`src/rtl/mc_controller.sv`:
```
// Multicycle control FSM: sequences fetch, decode, memory, ALU and branch
// steps over the shared datapath, stalling on memory wait states.
package mc_pkg;
  typedef enum logic [3:0] {
    FETCH  = 4'd0,
    DECODE = 4'd1,
    MEMADR = 4'd2,
    MEMRD  = 4'd3,
    MEMWB  = 4'd4,
    MEMWR  = 4'd5,
    EXECR  = 4'd6,
    EXECI  = 4'd7,
    ALUWB  = 4'd8,
    BRANCH = 4'd9,
    LINK   = 4'd10
  } state_t;
endpackage

module mc_controller
  import mc_pkg::*;
(
  input  logic       clk,
  input  logic       reset_n,
  input  logic [1:0] Op,
  input  logic [5:0] Funct,
  input  logic [3:0] Rd,
  input  logic       CondEx,
  input  logic       mem_ready,
  output logic       IRWrite,
  output logic       AdrSrc,
  output logic       ALUSrcA,
  output logic [1:0] ALUSrcB,
  output logic [1:0] ResultSrc,
  output logic       PCWrite,
  output logic       RegWrite,
  output logic       MemWrite,
  output logic       mem_req,
  output logic       ALUOp,
  output logic       linkSelect,
  output logic       instr_done,
  output logic [3:0] state
);

  state_t state_r;
  state_t state_n;

  logic irw, pcw, rw, mw, mr, done;
  logic rd_pc;
  logic unused_funct;

  assign rd_pc        = (Rd == 4'd15);
  assign unused_funct = ^Funct[2:1];

  always_ff @(posedge clk or negedge reset_n) begin
    if (!reset_n) state_r <= FETCH;
    else          state_r <= state_n;
  end

  always_comb begin
    state_n    = FETCH;
    irw        = 1'b0;
    pcw        = 1'b0;
    rw         = 1'b0;
    mw         = 1'b0;
    mr         = 1'b0;
    done       = 1'b0;
    AdrSrc     = 1'b0;
    ALUSrcA    = 1'b0;
    ALUSrcB    = 2'd0;
    ResultSrc  = 2'd0;
    ALUOp      = 1'b0;
    linkSelect = 1'b0;
    case (state_r)
      FETCH: begin
        mr        = 1'b1;
        ALUSrcA   = 1'b1;
        ALUSrcB   = 2'd2;
        ResultSrc = 2'd2;
        irw       = mem_ready;
        pcw       = mem_ready;
        state_n   = mem_ready ? DECODE : FETCH;
      end
      DECODE: begin
        ALUSrcA   = 1'b1;
        ALUSrcB   = 2'd2;
        ResultSrc = 2'd2;
        unique case (Op)
          2'b00:   state_n = Funct[5] ? EXECI : EXECR;
          2'b01:   state_n = MEMADR;
          2'b10:   state_n = BRANCH;
          default: state_n = LINK;
        endcase
      end
      MEMADR: begin
        ALUSrcB = 2'd1;
        state_n = Funct[0] ? MEMRD : MEMWR;
      end
      MEMRD: begin
        mr      = 1'b1;
        AdrSrc  = 1'b1;
        state_n = mem_ready ? MEMWB : MEMRD;
      end
      MEMWB: begin
        ResultSrc = 2'd1;
        rw        = CondEx;
        pcw       = CondEx & rd_pc;
        done      = 1'b1;
      end
      MEMWR: begin
        // A failed condition skips the bus cycle entirely.
        AdrSrc  = 1'b1;
        mr      = CondEx;
        mw      = CondEx;
        done    = ~CondEx | mem_ready;
        state_n = (CondEx & ~mem_ready) ? MEMWR : FETCH;
      end
      EXECR: begin
        ALUOp   = 1'b1;
        state_n = ALUWB;
      end
      EXECI: begin
        ALUSrcB = 2'd1;
        ALUOp   = 1'b1;
        state_n = ALUWB;
      end
      ALUWB: begin
        ALUOp = 1'b1;
        done  = 1'b1;
        rw    = CondEx & (Funct[4:3] != 2'b10);
        pcw   = CondEx & (Funct[4:3] != 2'b10) & rd_pc;
      end
      LINK: begin
        ResultSrc  = 2'd3;
        linkSelect = 1'b1;
        rw         = CondEx;
        state_n    = BRANCH;
      end
      BRANCH: begin
        ALUSrcB   = 2'd1;
        ResultSrc = 2'd2;
        pcw       = CondEx;
        done      = 1'b1;
      end
      default: state_n = FETCH;
    endcase
  end

  assign IRWrite    = reset_n & irw;
  assign PCWrite    = reset_n & pcw;
  assign RegWrite   = reset_n & rw;
  assign MemWrite   = reset_n & mw;
  assign mem_req    = reset_n & mr;
  assign instr_done = reset_n & done;
  assign state      = state_r;

endmodule

```
`config.mk`:
```
export PLATFORM = sky130hd
export DESIGN_NAME = mc_controller
export DESIGN_NICKNAME = d
export VERILOG_FILES = /design/src/rtl/mc_controller.sv
export SDC_FILE = /design/constraint.sdc
export NUM_CORES = 1
export LEC_CHECK = 0
export BUFFER_PORTS_ARGS = -buffer_cell sky130_fd_sc_hd__buf_2
export CAP_MARGIN = 25
export CORE_AREA = 2 2 39 41
export CTS_CLUSTER_SIZE = 10
export DETAILED_ROUTE_END_ITERATION = 10
export DIE_AREA = 0 0 41 43
export GPL_TIMING_DRIVEN = 0
export PLACE_DENSITY = 0.75
export SETUP_SLACK_MARGIN = 0.4
export SLEW_MARGIN = 20
export SYNTH_ARGS = -nofsm -noshare
export SYNTH_HDL_FRONTEND = slang
export SYNTH_SLANG_ARGS = --single-unit
```
`constraint.sdc`:
```
create_clock -name clk -period 2.2 [get_ports clk]
set_input_delay 0.44 -clock clk [delete_from_list [all_inputs] [get_ports clk]]
set_output_delay 0.44 -clock clk [all_outputs]
set_load 0.02 [all_outputs]
```
-- Yosys cells after proc, flatten, opt, wreduce, memory -nomap -nowiden
Cells that the tools add are included.
- add/subtract/negate cells: 0
- multiply operators: 0
- div/mod/pow operators: 0
- $lt $le $gt $ge: 0
- eq/ne operators: 14
- shifts and indexed selects: 0
- multiplexer cells: 19
- bitwise logic cells: 13
- reductions and logical operators: 11
- operators with widths (kind ; number):
    4-bit one-hot mux with 7 select lines ; 1
    4-bit by 3-bit == test with 1-bit output, second input constant ; 4
    4-bit == test, second input constant ; 4
    4-bit one-hot mux with 3 select lines ; 1
    3-bit OR reduction ; 4
    1-bit AND ; 10
    2-bit OR reduction ; 5
    3-bit 2-to-1 mux ; 3
    4-bit by 2-bit == test with 1-bit output, second input constant ; 2
    1-bit 2-to-1 mux ; 8
    1-bit one-hot mux with 2 select lines ; 3
    2-bit one-hot mux with 3 select lines ; 1
    4-bit by 1-bit == test with 1-bit output, second input constant ; 1
    4-bit zero test ; 1
    1-bit one-hot mux with 4 select lines ; 1
    2-bit one-hot mux with 2 select lines ; 1
    2-bit by 1-bit == test with 1-bit output, second input constant ; 1
    2-bit == test, second input constant ; 1
    2-bit zero test ; 1
    2-bit inequality test, second input constant ; 1
    1-bit inverter ; 2
    1-bit bitwise OR ; 1
- register bits after elaboration: 4
- latch bits: 0
- RAM bits: 0
- bits in read-only memories: 0
- input port bits: 16
- memories kept: 0

-- Depth between registers and ports, before layout
Gate-level depths: netlist of run 1.
- depth in word-level cells: 5
- mapped depth: 5

-- Least setup slack after synthesis of run 1
OpenSTA, ideal clock, no wires.
- kind: reg-to-output
- start point: register state_r[3], in the netlist state[3]
- end point: output PCWrite
- arrival: 1.569 ns
- required time: 1.760 ns
- slack: 0.191 ns
- stages on the path, launching flop included: 5
- cells stage by stage: dfrtp_1 -> nor2b_2 -> a21oi_1 -> or4_1 -> a21oi_1
- longest elaborated chain between the ends: 3
- elaborated cells on any way between the ends: 6
- those cells by class: eq/ne (3); mux (1); bitwise (1); reduce/logical (1)
- ends and longest elaborated chain (item ; RTL line ; RTL):
    from (decl) ; 44 ; state_t state_r;
    from (signal assigned) ; 56 ; else state_r <= state_n;
    4-bit == test, or another cell as far along ; 73 ; case (state_r)
    1-bit one-hot mux with 4 select lines * ; 73 ;
    1-bit AND * ; 149 ; assign PCWrite = reset_n & pcw;
    to (decl) ; 34 ; output logic PCWrite,
Every way passes the cells marked *; elsewhere a longest branch is shown, timed or not.

-- Worst setup path in the final report of run 1
Same ends and word-level chain as after synthesis.

==> run_results.csv, run 1 <==
group,metric,value,unit
logic_synthesis,syn_area,514,sq um
clock_tree,root_buffer,"clkbuf_4",
timing,worst_pin_slew,362,ps
clock_tree,clk_pin_slew,40,ps
setup_path,crit_path_end_kind,"output pin",
place,place_congestion,0.819,
timing,finalSetupViolCount,0,
routing,drt_wl_total,2280,um
logic_synthesis,ys_seq_area_share,19.5,%
clock_tree,cts_buffer_depth,2,
routing,drtAntennaViolNets,0,
setup_path,critPathKind,"flop to output pin",
timing,rsz0062_at_grt,"yes",
die,start_util,37.2,%
layout,final_common_cell,"buf_4",
logic_synthesis,synth_area_per_cell,6.51,sq um
logic_synthesis,ys_ff_latch,4,
die,core,1380,sq um
timing,fin_setup_tns,0,ps
layout,fillers,114,
die,placementRows,14,
timing,fin_crit,2060,ps
routing,viasPerCell,5.96,
setup_path,cp-start-kind,"flop",
die,die_h,43,um
clock_tree,htree_levels,1,
routing,wl_per_cell,16.3,um
setup_path,crit_fanout,4,
routing,vias,834,
timing,fmax,487,MHz
place,dp_hpwl,1180,um
logic_synthesis,syn_nets,95,
logic_synthesis,synth_cells,79,
job,maxCapViolCount,0,
min_path,hold_path_class,"input pin to asynchronous set/reset pin",
grt,grt_overflow,0,
timing,drv_slew,0,
clock_tree,cts_sinks,4,
routing,drt_iter0_markers,41,
timing,hold_slack,27.5,ps
layout,fin_util,71.4,%
grt,grt_pass1_vias,735,
layout,drive_above_1_share,60.5,%
pwr,total_power,1.73,mW
grt,grt_pass1_wl,3020,um
timing,relSlewSlack,75.6,%
routing,drc_errors,0,
grt,grt_max_degree,11,
setup_path,worstPathArrival,1620,ps
die,ios,34,
timing,finalCritPeriodShare,93.4,%
layout,largest_reg_flops,4,
pwr,power.leakage,0.456,nW
grt,grt_usage,25.3,%
die,dieArea,1760,sq um
layout,mostFrequentLayoutCells,"buf_4, buf_2, nor2_1, buf_6, o21ai_1",
die,die_w,41,um
timing,fin_skew,4.27,ps
pwr,peakVddDrop,0.00134,V
timing,finalHoldViolCount,0,
run_status,status,"completed",
clock_tree,cts_made_buffers,3,
clock_tree,cts_tree,"done",
layout,insertedDiodeCount,0,
logic_synthesis,synth_cell_types,31,
logic_synthesis,yosysWarningCount,0,
place,port_buffers,31,
setup_path,cp.required,1760,ps
layout,nets,142,
clock_tree,clkLatencyLatePin,240,ps
routing,dr.pass1.iters,4,
layout,areaGrowthSynthToFinish,92.2,%
grt,antenna_found_initial,0,
pwr,power_density,1750,nW/um^2
layer usage:
| metal | vias up | share of wire, % | global-route usage [%] |
|---|---|---|---|
| met3 | 11 | 9.0 | 7.85 |
| li1 | 376 | - | - |
| met5 | - | 0 | 0 |
| met4 | 0 | 3.9 | 13.3 |
| met1 | 387 | 36 | 28.5 |
| met2 | 60 | 51 | 40.0 |
worst paths after layout:
check                              startpoint                 end  slack (ps)  cells past startpoint
min in group clk                        Op[1]  state[3]$_DFF_PN0_         530                      3
max reg2reg                state[3]$_DFF_PN0_  state[0]$_DFF_PN0_         580                      6
min reg2reg                state[2]$_DFF_PN0_  state[1]$_DFF_PN0_         780                      3
min                                   reset_n  state[3]$_DFF_PN0_          30                      1
max                        state[3]$_DFF_PN0_             PCWrite         140                      5
max in group asynchronous             reset_n  state[1]$_DFF_PN0_        1990                      1
power breakdown:
| group | internal (mW) | switching (mW) |
|---|---|---|
| clock network | 0.0613 | 0.0338 |
| registers | 0.113 | 0.0573 |
| logic | 0.675 | 0.789 |
| total | 0.849 | 0.880 |
timing repair:
action,in CTS,in global routing
setup endpoints to repair,13,14
hold buffers,0,0
setup buffers,9,2
pin swaps,3,3
resized for setup,37,16
synth_stat cells:
cell / count / area share, %
xnor2_1: 2 / 3.4
o21ai_1: 7 / 6.8
o32ai_1: 1 / 1.7
buf_2: 3 / 2.9
and2_1: 1 / 1.2
dfrtp_1: 4 / 19
nor2_1: 11 / 8.0
a31oi_1: 2 / 2.4
and2b_1: 1 / 1.5
a211oi_1: 2 / 2.9
nand3_1: 2 / 1.9
and3_1: 1 / 1.2
inv_1: 1 / 0.73
o21ai_0: 3 / 2.9
a22oi_1: 1 / 1.5
xor2_1: 1 / 1.7
or4_1: 1 / 1.5
nand4_1: 1 / 1.2
a21oi_1: 7 / 6.8
nand2b_1: 6 / 7.3
nor3b_1: 2 / 2.9
clkbuf_1: 2 / 1.5
o31ai_1: 1 / 1.5
nand2_1: 4 / 2.9
nor3_1: 3 / 2.9
nor2b_1: 2 / 2.4
o211a_1: 1 / 1.9
inv_2: 2 / 1.5
or2_1: 1 / 1.2
nor2b_2: 1 / 1.7
nor4_1: 2 / 2.4
logic make-up after synthesis:
| group | share of synthesized area (%) |
|---|---|
| XOR/XNOR | 5.11 |
| AND/OR/NAND/NOR | 40.4 |
| buffers and inverters | 6.57 |
| AO/OA/AOI/OAI | 28.5 |
| flip-flops | 19.5 |
critical path, stage by stage, from the launching register on:
cell	delay [ps]
dfrtp_1	400
and2b_2	250
a21oi_1	40
or4_1	410
a21oi_2	130
buf_4	140
through the flow:
stage          worst slack [ps]  instance area, sq um  cells
6_report                    145                   988    140
3_3_place_gp                246                   711    126
2_1_floorplan               270                   536     79
4_1_cts                     171                   917    138
3_5_place_dp                256                   711    126
5_1_grt                    86.9                   988    140
final cells by class:
cell class / count / area [sq um] / share of cell area [%]
Tap cell: 16 / 20.0 / 2.03
Timing Repair Buffer: 42 / 292 / 29.5
Clock buffer: 3 / 22.5 / 2.28
Sequential cell: 4 / 104 / 10.5
Inverter: 3 / 11.3 / 1.14
Multi-Input combinational cell: 67 / 477 / 48.2
Buffer: 5 / 62.6 / 6.33
Power figures use the tool's default switching activity.
==> run 2, diff against run 1 <==
--- a/config.mk
+++ b/config.mk
@@ -13,4 +13,5 @@
 export DIE_AREA = 0 0 41 43
 export GPL_TIMING_DRIVEN = 0
+export MAX_ROUTING_LAYER = met4
 export PLACE_DENSITY = 0.75
 export SETUP_SLACK_MARGIN = 0.4
==> constraint.sdc (replaced) <==
create_clock -name clk -period 2.2 [get_ports clk]
set_input_delay 0.11 -clock clk [delete_from_list [all_inputs] [get_ports clk]]
set_output_delay 0.11 -clock clk [all_outputs]
set_load 0.02 [all_outputs]
==> run_results.csv, run 2 (synthesis results as in run 1) <==
group,metric,value,unit
run_status,status,"completed",
setup_path,reg2reg_slack,790,ps
place,dp_hpwl,1210,um
pwr,swShare,56.4,%
pwr,p_seq_share,14.0,%
setup_path,cp-start-kind,"flop",
setup_path,worstPathArrival,1630,ps
clock_tree,cts_made_buffers,3,
die,ios,34,
pwr,p_sw,0.683,mW
die,start_util,37.2,%
clock_tree,root_buffer,"clkbuf_4",
routing,drt_wl_total,1630,um
grt,grt_pass1_wl,2480,um
layout,drive_above_1_share,40.5,%
timing,finalSetupViolCount,0,
routing,wl_met1,714,um
routing,wl_per_cell,12.3,um
timing,fin_setup_tns,0,ps
timing,fmax,575,MHz
grt,antenna_found_initial,0,
timing,relSlewSlack,74.3,%
routing,drc_errors,0,
clock_tree,cts_tree,"done",
layout,final_common_cell,"buf_2",
pwr,clockPowerShare,8.2,%
layout,insertedDiodeCount,0,
layout,areaGrowthSynthToFinish,47.0,%
timing,finalCritPeriodShare,79.0,%
setup_path,critPathKind,"flop to output pin",
pwr,p_int,0.528,mW
setup_path,cp_slowest_cell,"dfrtp_1",
min_path,min_to,"state[3]$_DFF_PN0_",
setup_path,reg2reg_from,"state[2]$_DFF_PN0_",
place,place_congestion,0.844,
clock_tree,cts_buffer_depth,2,
layout,multi_input_area,392,sq um
layout,largest_reg_flops,4,
min_path,holdPathStages,3,
setup_path,crit_fanout,5,
die,dieArea,1760,sq um
die,die_w,41,um
layout,mostFrequentLayoutCells,"buf_2, nor2_1, o21ai_1, a21oi_1, nand2b_1",
setup_path,cp.required,2090,ps
clock_tree,clk_pin_slew,40,ps
timing,fin_skew,8.97,ps
clock_tree,clkLatencyLatePin,250,ps
routing,top_layer_used,"met4",
pwr,peakVddDrop,0.000676,V
die,placementRows,14,
routing,drtAntennaViolNets,0,
timing,worst_pin_slew,385,ps
setup_path,path_cells,"and2b_2 > a21oi_1 > or4_1 > a21oi_1 > buf_4",
min_path,hold_start,"Op[1]",
timing,hold_slack,164,ps
routing,vias,735,
pwr,power.leakage,0.370,nW
routing,dr_wl_met3,136,um
layout,layout.area.seq,103,sq um
layout,fillers,140,
grt,grt_usage,20.3,%
timing,fin_crit,1740,ps
clock_tree,cts_sinks,4,
place,port_buffers,31,
grt,grt_overflow,0,
die,die_h,43,um
routing,dr.pass1.iters,5,
timing,drv_slew,0,
layout,nets,134,
setup_path,r2r.worst_path.cells,5,
timing,finalHoldViolCount,0,
routing,viasPerCell,5.57,
setup_path,cpPeakStageDelay,400,ps
clock_tree,htree_levels,1,
grt,grt_pass1_vias,613,
grt,grt_max_degree,11,
pwr,power_density,1600,nW/um^2
setup_path,crit_path_end_kind,"output pin",
pwr,power_frac_comb,77.8,%
pwr,total_power,1.21,mW
min_path,hold_path_class,"input pin to flop",
routing,drt_iter0_markers,29,
routing,wl_met2,754,um
setup_path,r2r-end,"state[0]$_DFF_PN0_",
timing,rsz0062_at_grt,"yes",
setup_path,path_common_cell,"a21oi_1",
job,maxCapViolCount,0,
die,core,1380,sq um
-- run 2: changes by cell type in the layout (fill, tap and decap cells not counted), sizes merged --
cell | before | now
buf | 46 | 35
clkbuf | 4 | 6
dlygate4sd3 | 0 | 1
-- run 2: metrics by stage --
stage / area [sq um] / util, % / instances / worst slack, ps
global route: 756 / 54.6 / 132 / 350
CTS: 727 / 52.5 / 130 / 403
global placement: 689 / 49.8 / 126 / 609
finish: 756 / 54.6 / 132 / 462
floorplan: 514 / - / 79 / 521
detailed placement: 689 / 49.8 / 126 / 611
-- run 2: layout make-up --
cell class                      count  share of cell area [%]
Tap cell                           16                    2.65
Timing Repair Buffer               34                    24.2
Buffer                              5                    3.31
Multi-Input combinational cell     67                    51.8
Sequential cell                     4                    13.6
Inverter                            3                    1.49
Clock buffer                        3                    2.98
-- run 2: repair_timing --
| item | CTS | global route |
|---|---|---|
| hold buffers | 1 | 0 |
| endpoints found under the setup margin | 1 | 2 |
| hold endpoints to repair | 4 | 0 |
| setup buffers | 0 | 2 |
| gates resized for setup | 1 | 7 |
-- run 2: per-layer routing --
metal | up-vias | GRT usage, %
li1 | 358 | -
met3 | 4 | 4.19
met2 | 35 | 28.4
met5 | - | -
met1 | 338 | 26.2
met4 | 0 | 11.3
-- run 2: power groups by stage --
stage | Combinational (mW) | Clock, mW | Sequential, mW
2_1_floorplan | 0.607 | 0 | 0.189
3_3_place_gp | 0.873 | 0 | 0.158
3_5_place_dp | 0.884 | 0 | 0.158
4_1_cts | 0.897 | 0.100 | 0.161
5_1_grt | 1.04 | 0.105 | 0.174
6_report | 0.942 | 0.0989 | 0.170
-- run 2: worst max path at each step --
stage,from,to,depth (start not counted)
3_5_place_dp,state[2]$_DFF_PN0_,PCWrite,5
3_3_place_gp,state[2]$_DFF_PN0_,PCWrite,5
2_1_floorplan,state[3]$_DFF_PN0_,PCWrite,4
5_1_grt,state[3]$_DFF_PN0_,PCWrite,5
4_1_cts,state[2]$_DFF_PN0_,PCWrite,5
6_report,state[3]$_DFF_PN0_,PCWrite,5
-- run 2: critical path, delay by kind of cell (launching register included) --
family | cells | cell delay, ps
AO/OA/AOI/OAI | 2 | 170
buffers and inverters | 1 | 150
AND/OR/NAND/NOR | 2 | 660
flip-flops | 1 | 400
==> run 3, diff against run 2 <==
Settings changed: CORE_AREA 2 2 39 41 to default, CORE_UTILIZATION from default to 36, DIE_AREA 0 0 41 43 to default, PLACE_DENSITY 0.75 to 0.73.
Clock period 2.2 ns to 1.43 ns, I/O delays scaled along.
==> run_results.csv, run 3 (synthesis results as in run 1) <==
group,metric,value,unit
run_status,status,"finished with violations",
run_status,violations,"negative setup slack",
layout,areaGrowthSynthToFinish,135,%
die,ios,34,
pwr,total_power,3.22,mW
layout,nets,146,
pwr,power.leakage,0.516,nW
setup_path,r2r.worst_path.cells,7,
clock_tree,root_buffer,"clkbuf_4",
place,dp_hpwl,1260,um
setup_path,reg2reg_slack,-150,ps
setup_path,crit_path_end_kind,"output pin",
min_path,min_to,"state[3]$_DFF_PN0_",
layout,multi_input_area,586,sq um
timing,drv_slew,0,
setup_path,critPathBufInv,1,
grt,grt_pass1_vias,716,
layout,fillers,56,
layout,drive_above_1_share,71.9,%
setup_path,critPathKind,"flop to output pin",
setup_path,path_cells,"and2b_2 > a21oi_1 > or4_4 > a21oi_4 > buf_6",
timing,finalCritPeriodShare,119,%
grt,grt_max_degree,11,
grt,grt_pass1_wl,3140,um
clock_tree,cts_tree,"done",
timing,fin_setup_tns,-2070,ps
routing,viasPerCell,6.07,
grt,grt_overflow,0,
die,core,1320,sq um
timing,rsz0062_at_grt,"yes",
timing,fin_crit,1700,ps
setup_path,critPathTopFamily,"simple AND/OR/NAND/NOR gates",
layout,largest_reg_flops,4,
die,die_h,39.8,um
setup_path,crit_fanout,4,
routing,dr.pass1.iters,4,
routing,drc_errors,0,
clock_tree,cts_made_buffers,3,
routing,drt_iter0_markers,19,
setup_path,r2r-end,"state[2]$_DFF_PN0_",
layout,mostFrequentLayoutCells,"buf_6, buf_2, buf_4, o21ai_1",
setup_path,cp.required,1360,ps
die,die_w,39.8,um
place,place_congestion,0.792,
min_path,holdPathStages,3,
setup_path,worstPathArrival,1630,ps
die,placementRows,13,
timing,fin_skew,2.54,ps
clock_tree,clk_pin_slew,40,ps
setup_path,cp_slowest_cell,"or4_4",
place,pre_cts_slack,-109,ps
timing,setup_ws,-273,ps
routing,wl_per_cell,18.0,um
grt,grt_usage,30.8,%
min_path,hold_start,"Op[1]",
place,port_buffers,31,
pwr,peakVddDrop,0.00242,V
timing,finalHoldViolCount,0,
timing,hold_slack,193,ps
die,dieArea,1580,sq um
timing,relSlewSlack,74.1,%
routing,drt_wl_total,2580,um
clock_tree,cts_buffer_depth,2,
job,maxCapViolCount,0,
pwr,power_density,2670,nW/um^2
routing,drtAntennaViolNets,0,
min_path,hold_path_class,"input pin to flop",
timing,finalSetupViolCount,13,
layout,insertedDiodeCount,0,
grt,antenna_found_initial,0,
setup_path,worstSetupStartpoint,"state[3]$_DFF_PN0_",
setup_path,cpPeakStageDelay,430,ps
timing,fmax,587,MHz
routing,vias,868,
clock_tree,htree_levels,1,
clock_tree,cts_sinks,4,
setup_path,reg2reg_from,"state[2]$_DFF_PN0_",
layout,layout.area.seq,105,sq um
clock_tree,clkLatencyLatePin,230,ps
layout,final_common_cell,"buf_6",
setup_path,cp-start-kind,"flop",
die,start_util,39.0,%
layout,fin_util,91.5,%
timing,worst_pin_slew,384,ps
-- run 3: layer usage --
metal | up-vias | routed length [um] | GRT usage [%]
met5 | - | 0 | -
met4 | 0 | 145 | 16.4
met3 | 14 | 165 | 6.25
met2 | 53 | 1320 | 48.8
met1 | 417 | 953 | 36.2
li1 | 384 | - | -
-- run 3: worst max-delay path by stage --
stage | to | slack [ps] | depth (start not counted)
2_1_floorplan | PCWrite | -30 | 4
3_3_place_gp | PCWrite | -120 | 5
3_5_place_dp | PCWrite | -110 | 5
4_1_cts | PCWrite | -250 | 5
5_1_grt | PCWrite | -330 | 7
6_report | PCWrite | -270 | 5
-- run 3: worst register-to-register path, cell delays in order, from the launching register on --
cell and delay, ps:
dfrtp_2 440, buf_4 150, buf_4 140, or2_4 230, buf_8 140, nor4_1 210
nor2_1 100, o31ai_1 70
-- run 3: repair_timing --
item / 4_1_cts / 5_1_grt
setup buffers: 8 / 6
pin swaps: 5 / 5
gates resized for setup: 32 / 28
setup endpoints to repair: 18 / 20
hold endpoints to repair: 4 / 0
hold buffers: 1 / 0
-- run 3: report_power, final --
part           internal (mW)  total [mW]  switching, mW
Sequential             0.176       0.298          0.123
Combinational           1.37        2.78           1.41
Clock                 0.0939       0.140         0.0459
-- run 3: layout make-up --
cell class | count | area share, %
multi-input combinational | 67 | 48.5
timing repair buffer | 46 | 31.4
sequential | 4 | 8.71
buffer | 5 | 6.33
clock buffer | 3 | 1.87
inverter | 3 | 1.56
tap | 15 | 1.56
-- run 3: through the flow --
step,instances,area (sq um)
2_1_floorplan,79,676
3_3_place_gp,125,850
3_5_place_dp,125,850
4_1_cts,137,1060
5_1_grt,143,1210
6_report,143,1210
